<file path="src/rtl/fastio_pkg.sv">
`default_nettype none
// ============================================================================
// Module      : fastio_pkg
// Description : Shared constants for the fastio pad controller: register
//               indices inside the Wishbone window, the window geometry and a
//               byte-enable expansion helper.
// Revision    : 1.0 - initial release
// ============================================================================
package fastio_pkg;

    // Register window: 32 bytes, eight 32-bit registers
    localparam int unsigned WINDOW_BYTES = 32;
    localparam int unsigned WINDOW_AW    = $clog2(WINDOW_BYTES);

    // Register indices (word address inside the window)
    localparam logic [2:0] REG_OUT      = 3'd0;
    localparam logic [2:0] REG_OE       = 3'd1;
    localparam logic [2:0] REG_STRONG   = 3'd2;
    localparam logic [2:0] REG_MED      = 3'd3;
    localparam logic [2:0] REG_IN       = 3'd4;
    localparam logic [2:0] REG_IRQ_EN   = 3'd5;
    localparam logic [2:0] REG_IRQ_STAT = 3'd6;
    localparam logic [2:0] REG_OUT_TGL  = 3'd7;

    // Expand four byte enables into a 32-bit bit mask
    function automatic logic [31:0] byte_mask(input logic [3:0] sel);
        byte_mask = {{8{sel[3]}}, {8{sel[2]}}, {8{sel[1]}}, {8{sel[0]}}};
    endfunction

endpackage
`default_nettype wire

</file>
<file path="src/rtl/fastio_sync.sv">
`default_nettype none
// ============================================================================
// Module      : fastio_sync
// Description : Two-flop synchronizer for asynchronous pad inputs, reset to 0.
// Revision    : 1.0 - initial release
// ============================================================================
module fastio_sync #(
    parameter int WIDTH = 1
) (
    input  logic             clk_i,
    input  logic             rst_i,
    input  logic [WIDTH-1:0] d_i,
    output logic [WIDTH-1:0] q_o
);

    logic [WIDTH-1:0] meta_q;
    logic [WIDTH-1:0] sync_q;

    // Metastability chain: first flop may go metastable, second resolves it
    always_ff @(posedge clk_i) begin
        if (rst_i) begin
            meta_q <= '0;
            sync_q <= '0;
        end else begin
            meta_q <= d_i;
            sync_q <= meta_q;
        end
    end

    assign q_o = sync_q;

endmodule
`default_nettype wire

</file>
<file path="src/rtl/fastio_ctrl.sv">
`default_nettype none
// ============================================================================
// Module      : fastio_ctrl
// Description : Wishbone-classic slave controlling NUM_IO fast pads: output
//               data, output enable, drive strength, synchronized input
//               readback, and optional rising-edge interrupts.
//               Optional feature macro: FASTIO_IRQ_EN (edge detect, IRQ_EN,
//               IRQ_STAT and fastio_irq; when undefined those registers read
//               0 and fastio_irq is tied low).
// Revision    : 1.0 - initial release
// ============================================================================
module fastio_ctrl #(
    parameter logic [31:0] BASE_ADDR = 32'h3000_0000,
    parameter int          NUM_IO    = 28
) (
    input  logic              wb_clk_i,
    input  logic              wb_rst_i,
    input  logic              wbs_stb_i,
    input  logic              wbs_cyc_i,
    input  logic              wbs_we_i,
    input  logic [3:0]        wbs_sel_i,
    input  logic [31:0]       wbs_adr_i,
    input  logic [31:0]       wbs_dat_i,
    output logic              wbs_ack_o,
    output logic [31:0]       wbs_dat_o,
    input  logic [NUM_IO-1:0] fastio_in,
    output logic [NUM_IO-1:0] fastio_out_l,
    output logic [NUM_IO-1:0] fastio_oe_l,
    output logic [NUM_IO-1:0] fastio_strong_enable,
    output logic [NUM_IO-1:0] fastio_med_enable,
    output logic              fastio_irq
);
    import fastio_pkg::*;

    // OUT and OE are held inverted so the pad pins come straight off flops
    // and reset naturally to all-ones (tristated).
    logic [NUM_IO-1:0] out_l_q,  out_l_d;
    logic [NUM_IO-1:0] oe_l_q,   oe_l_d;
    logic [NUM_IO-1:0] strong_q, strong_d;
    logic [NUM_IO-1:0] med_q,    med_d;
    logic              ack_q,    ack_d;
    logic [31:0]       dat_q,    dat_d;

    logic [NUM_IO-1:0] pad_sync;
    logic              hit;
    logic              take;
    logic              wr;
    logic [2:0]        reg_idx;
    logic [31:0]       wmask32;
    logic [NUM_IO-1:0] wmask;
    logic [NUM_IO-1:0] wdata;
    logic [31:0]       rdata;
    logic              w_unused;

`ifdef FASTIO_IRQ_EN
    logic [NUM_IO-1:0] prev_q;
    logic [NUM_IO-1:0] en_q,   en_d;
    logic [NUM_IO-1:0] stat_q, stat_d;
    logic [NUM_IO-1:0] rise;
    logic              irq_q;
`endif

    fastio_sync #(
        .WIDTH (NUM_IO)
    ) u_sync (
        .clk_i (wb_clk_i),
        .rst_i (wb_rst_i),
        .d_i   (fastio_in),
        .q_o   (pad_sync)
    );

    // Address decode; a cycle is accepted only while no ack is outstanding
    assign hit     = wbs_stb_i & wbs_cyc_i &
                     (wbs_adr_i[31:WINDOW_AW] == BASE_ADDR[31:WINDOW_AW]);
    assign take    = hit & ~ack_q;
    assign wr      = take & wbs_we_i;
    assign reg_idx = wbs_adr_i[4:2];
    assign wmask32 = byte_mask(wbs_sel_i);
    assign wmask   = wmask32[NUM_IO-1:0];
    assign wdata   = wbs_dat_i[NUM_IO-1:0];

    // Bits outside the pad range and the byte-lane address bits are unused
    assign w_unused = ^{wbs_adr_i[1:0], wbs_dat_i, wmask32};

    // Read mux, pad-register next state and bus response
    always_comb begin
        out_l_d  = out_l_q;
        oe_l_d   = oe_l_q;
        strong_d = strong_q;
        med_d    = med_q;
        rdata    = '0;
        case (reg_idx)
            REG_OUT:      rdata[NUM_IO-1:0] = ~out_l_q;
            REG_OE:       rdata[NUM_IO-1:0] = ~oe_l_q;
            REG_STRONG:   rdata[NUM_IO-1:0] = strong_q;
            REG_MED:      rdata[NUM_IO-1:0] = med_q;
            REG_IN:       rdata[NUM_IO-1:0] = pad_sync;
`ifdef FASTIO_IRQ_EN
            REG_IRQ_EN:   rdata[NUM_IO-1:0] = en_q;
            REG_IRQ_STAT: rdata[NUM_IO-1:0] = stat_q;
`endif
            default:      rdata = '0;
        endcase
        if (wr) begin
            case (reg_idx)
                REG_OUT:     out_l_d  = (out_l_q & ~wmask) | (~wdata & wmask);
                REG_OE:      oe_l_d   = (oe_l_q & ~wmask) | (~wdata & wmask);
                REG_STRONG:  strong_d = (strong_q & ~wmask) | (wdata & wmask);
                REG_MED:     med_d    = (med_q & ~wmask) | (wdata & wmask);
                REG_OUT_TGL: out_l_d  = out_l_q ^ (wdata & wmask);
                default:     ;
            endcase
        end
        ack_d = take;
        dat_d = take ? rdata : 32'h0;
    end

    // Bus and pad-control registers; reset aborts any transfer in flight
    always_ff @(posedge wb_clk_i) begin
        if (wb_rst_i) begin
            out_l_q  <= '1;
            oe_l_q   <= '1;
            strong_q <= '0;
            med_q    <= '0;
            ack_q    <= 1'b0;
            dat_q    <= '0;
        end else begin
            out_l_q  <= out_l_d;
            oe_l_q   <= oe_l_d;
            strong_q <= strong_d;
            med_q    <= med_d;
            ack_q    <= ack_d;
            dat_q    <= dat_d;
        end
    end

`ifdef FASTIO_IRQ_EN
    assign rise = pad_sync & ~prev_q;

    // Interrupt registers; an edge set overrides a simultaneous W1C clear
    always_comb begin
        en_d   = en_q;
        stat_d = stat_q;
        if (wr && (reg_idx == REG_IRQ_EN)) begin
            en_d = (en_q & ~wmask) | (wdata & wmask);
        end
        if (wr && (reg_idx == REG_IRQ_STAT)) begin
            stat_d = stat_q & ~(wdata & wmask);
        end
        stat_d = stat_d | rise;
    end

    // Edge history, interrupt state and registered interrupt line
    always_ff @(posedge wb_clk_i) begin
        if (wb_rst_i) begin
            prev_q <= '0;
            en_q   <= '0;
            stat_q <= '0;
            irq_q  <= 1'b0;
        end else begin
            prev_q <= pad_sync;
            en_q   <= en_d;
            stat_q <= stat_d;
            irq_q  <= |(stat_q & en_q);
        end
    end

    assign fastio_irq = irq_q;
`else
    assign fastio_irq = 1'b0;
`endif

    assign wbs_ack_o            = ack_q;
    assign wbs_dat_o            = dat_q;
    assign fastio_out_l         = out_l_q;
    assign fastio_oe_l          = oe_l_q;
    assign fastio_strong_enable = strong_q;
    assign fastio_med_enable    = med_q;

endmodule
`default_nettype wire

</file>
<file path="config.mk">
export PLATFORM = sky130hd
export DESIGN_NAME = fastio_ctrl
export DESIGN_NICKNAME = d
export VERILOG_FILES = /design/src/rtl/fastio_pkg.sv /design/src/rtl/fastio_sync.sv /design/src/rtl/fastio_ctrl.sv
export SDC_FILE = /design/constraint.sdc
export NUM_CORES = 1
export LEC_CHECK = 0
export ABC_AREA = 0
export CORE_ASPECT_RATIO = 0.7
export CORE_MARGIN = 2
export CORE_UTILIZATION = 40
export DETAILED_ROUTE_END_ITERATION = 7
export PLACE_DENSITY_LB_ADDON = 0.08
export SLEW_MARGIN = 5
export SYNTH_ARGS = -nofsm -noshare
export SYNTH_HDL_FRONTEND = slang
export SYNTH_SLANG_ARGS = --single-unit
</file>
<file path="constraint.sdc">
create_clock -name wb_clk_i -period 2.65 [get_ports wb_clk_i]
set_clock_uncertainty 0.1 [all_clocks]
set_input_delay 0.53 -clock wb_clk_i [delete_from_list [all_inputs] [get_ports wb_clk_i]]
set_output_delay 0.53 -clock wb_clk_i [all_outputs]
set_load 0.05 [all_outputs]
</file>
==> metrics.csv <==
stage,metric,value,unit
clock_network,clk_transition_reported_paths,0.07,ns
floorplan,die_width,170.4,microns
grt,grt.total_usage,23.37,%
critical_path,r2r_setup_slack,0.67,ns
synth,avgSynthCellArea,9.247,sq um
synth,post_synth_inst_count,838,
synth,dominant_combinational_cell_family_by_area_after_synthesis,simple AND/OR/NAND/NOR gates,
critical_path,worst_r2r_path_depth,6,
critical_path,worstSetupStartpointType,input port,
floorplan,die_height,120.5,microns
drt,drcViolationCount,0,
drt,post_route_wl,24130,microns
synth,yosys.area_share.adder,0,%
run_status,result_of_the_run,"finished, final reports clean",
clock_network,max-clock-path-buffers,2,
synth,synth-xor-area-share,0,%
clock_network,tritoncts,done,
synth,synth_compound_gate_area_share,15.55,%
critical_path,endpoint_kind,flop,
sta,timing.final.crit_period,2.553,ns
critical_path,crit-reg2reg-launch,wbs_ack_o,
critical_path,path_class,input port to flop,
placed_design,port_buffers,235,
synth,synthesis.yosys.warnings,0,
synth,synth_area,0.007749,sq mm
finish,final_core_utilization,59.53,%
clock_network,clock_sinks,197,
critical_path,crit_fanout,5,
synth,synthSimpleGateAreaFrac,21.14,%
finish,area_grow_syn2layout,45.34,%
floorplan,core_area,0.01892,sq mm
synth,synthMuxAreaShare,7.525,%
critical_path,delay_of_the_slowest_critical_path_stage,0.60,ns
clock_network,cts-resized-gates,0,
grt,number_of_antenna_violations_at_the_first_check_in_global_routing,0,
synth,synth_seq_cells,197,
synth,ys_seq_area_share,50.90,%
finish,num-fill-cells,1677,
sta,setup-violations-final,0,
placed_design,place.gp.congestion,0.8259,
flow_run,cap_viol_max_count,0,
worst_hold_path,min_path_type,flop to flop,
sta,timing_hold_violations_final,0,
floorplan,floorplan.initialDensity,40.96,%
clock_network,insertion_delay,0.43,ns
drt,vias_per_cell,5.279,
finish,share_of_post_route_cells_with_drive_strength_above_1,8.933,%
grt,grt_pass1_vias,6528,
pwr,pwr_density_cell,522.6,mW/mm^2
finish,final_common_cell,sky130_fd_sc_hd__clkdlybuf4s50_1,
drt,wl_per_cell,18.02,microns
clock_network,postCtsSetupBuffers,0,
sta,final.period_utilization,96.35,%
grt,first_pass_grt_wire_length,36950,microns
critical_path,crit_path_cell_trace,clkdlybuf4s50_1 > or4_4 > nor4_4 > and3_1 > buf_4 > nand3_2 > a2111o_1,
grt,grt_start_max_net_pins,141,
floorplan,ios,247,
sta,timing.slew.headroom,41.11,%
finish,commonest_cells_after_routing_fill_and_taps_aside,"sky130_fd_sc_hd__clkdlybuf4s50_1 (233), sky130_fd_sc_hd__dfxtp_1 (197), sky130_fd_sc_hd__nor2_1 (94)",
finish,finish.cell_count_without_fillers,1339,
sta,timing.final.max_slew_violations,0,
clock_network,clock-root-buffer,sky130_fd_sc_hd__clkbuf_16,
pwr,vdd_ir_drop_max,366.1,uV
floorplan,design.die.area,0.02052,sq mm
sta,achievable-frequency,391.7,MHz
grt,grt-ovfl-total,0,
drt,drt.antenna.violating_nets,0,
critical_path,cp.arrival,2.76,ns
sta,rsz0062_at_grt,false,
placed_design,dpl_cell_area,0.01069,sq mm
synth,synthDistinctLibCells,45,
placed_design,half_perimeter_wire_length_after_placement,16610,microns
pwr,total_leakage_power,0.004367,uW
synth,yosys.area.top_type,sky130_fd_sc_hd__dfxtp_1,
finish,stdcell_area,0.01126,sq mm
sta,tightest_slew,0.8794,ns
synth,biggest_area_contributors_in_the_synthesized_netlist,"sky130_fd_sc_hd__dfxtp_1 (51%), sky130_fd_sc_hd__mux2i_1 (7.2%), sky130_fd_sc_hd__nor2b_1 (4.8%)",
synth,share_of_yosys_cell_area_claimed_by_the_top_area_cell_type,50.90,%
synth,synth_ff_type,sky130_fd_sc_hd__dfxtp_1,
floorplan,floorplan.rows,42,
synth,synth_enable_flop_cells,0,
synth,synthArstFlopShare,0,%
clock_network,cts-hold-fix-buffers,0,
drt,drt_iter0_markers,438,
sta,tns,0,ns
finish,fin_nets,1185,
clock_network,total_clock_buffers_created_by_cts,17,
sta,final.hold.worst_slack,0.3383,ns
clock_network,cts.htree.levels,4,
critical_path,timing.critical_path.slowest_stage_cell,sky130_fd_sc_hd__or4_4,
placed_design,place_inst,1307,
finish,num_antenna_cells,0,
drt,count_of_tritonroute_iterations_in_the_first_routing_pass,5,
critical_path,crit_required,2.86,ns
critical_path,worst_setup_path_startpoint,wbs_adr_i[10],
drt,dr_total_vias,7069,
final cells by class:
type,instances,area (sq um),area share (%)
Timing Repair Buffer,288,2880,25.57
Sequential cell,197,3944,35.02
Inverter,27,101.3,0.8999
Clock inverter,14,140.1,1.244
Tap cell,242,302.8,2.689
Clock buffer,18,429.2,3.811
Multi-Input combinational cell,553,3465,30.76
how the worst min path moves through the flow:
stage,startpoint,endpoint,slack [ns],depth (start not counted)
floorplan,u_sync.meta_q[0],u_sync.q_o[0],0.31,1
global placement,u_sync.meta_q[6],u_sync.q_o[6],0.32,1
detailed placement,u_sync.meta_q[18],u_sync.q_o[18],0.32,1
CTS,u_sync.meta_q[20],u_sync.q_o[20],0.34,1
global route,u_sync.meta_q[14],u_sync.q_o[14],0.35,1
finish,u_sync.meta_q[7],u_sync.q_o[7],0.34,1
worst max-delay path, delay by kind of cell:
kind / cells / cell delay, ns
buffers and inverters: 2 / 0.55
AOI/OAI and AO/OA: 1 / 0.43
and+or+nand+nor: 4 / 1.27
cells by family (layout without fill, tap and decap cells):
family	count (synthesis)	after routing
simple gates	321	321
flops	197	197
compound gates	170	170
buf+inv	92	347
mux	57	57
other cells	1	5
through the flow:
step                      setup slack [ns]  total power [uW]
after floorplan                     0.1279              3234
after global routing               0.01633              6106
final                              0.09674              5886
after CTS                          0.09894              5945
after detailed placement           -0.3383              3480
after global placement             -0.3132              3478
cells in the mapped netlist (all sizes together), types with 2 or more instances:
| library cell | instances |
|---|---|
| o41ai | 8 |
| nor2b | 60 |
| a31oi | 8 |
| nor3 | 9 |
| clkbuf | 51 |
| nand4b | 4 |
| a221o | 14 |
| dfxtp | 197 |
| a21oi | 15 |
| mux2i | 56 |
| and4 | 7 |
| nor3b | 2 |
| a221oi | 26 |
| nand2b | 9 |
| nor2 | 94 |
| a2111o | 11 |
| a2bb2oi | 2 |
| nand2 | 84 |
| o21ai | 61 |
| buf | 14 |
| nand4 | 9 |
| nand3 | 14 |
| o211ai | 20 |
| nor4b | 9 |
| inv | 26 |
| and3 | 2 |
| nor4 | 10 |
| or4 | 3 |
| and2 | 3 |
metal layers:
metal  GRT usage, %  part of all wire [%]
met1          34.10                    50
met2          33.97                    42
met3          6.350                   7.0
met4          5.983                   1.1
met5              0                     0
power breakdown:
| part | internal, uW | switching [uW] |
|---|---|---|
| logic | 194 | 214 |
| registers | 3000 | 9.29 |
| clock network | 1250 | 1220 |
No activity file was read; power rests on OpenSTA's default activity.
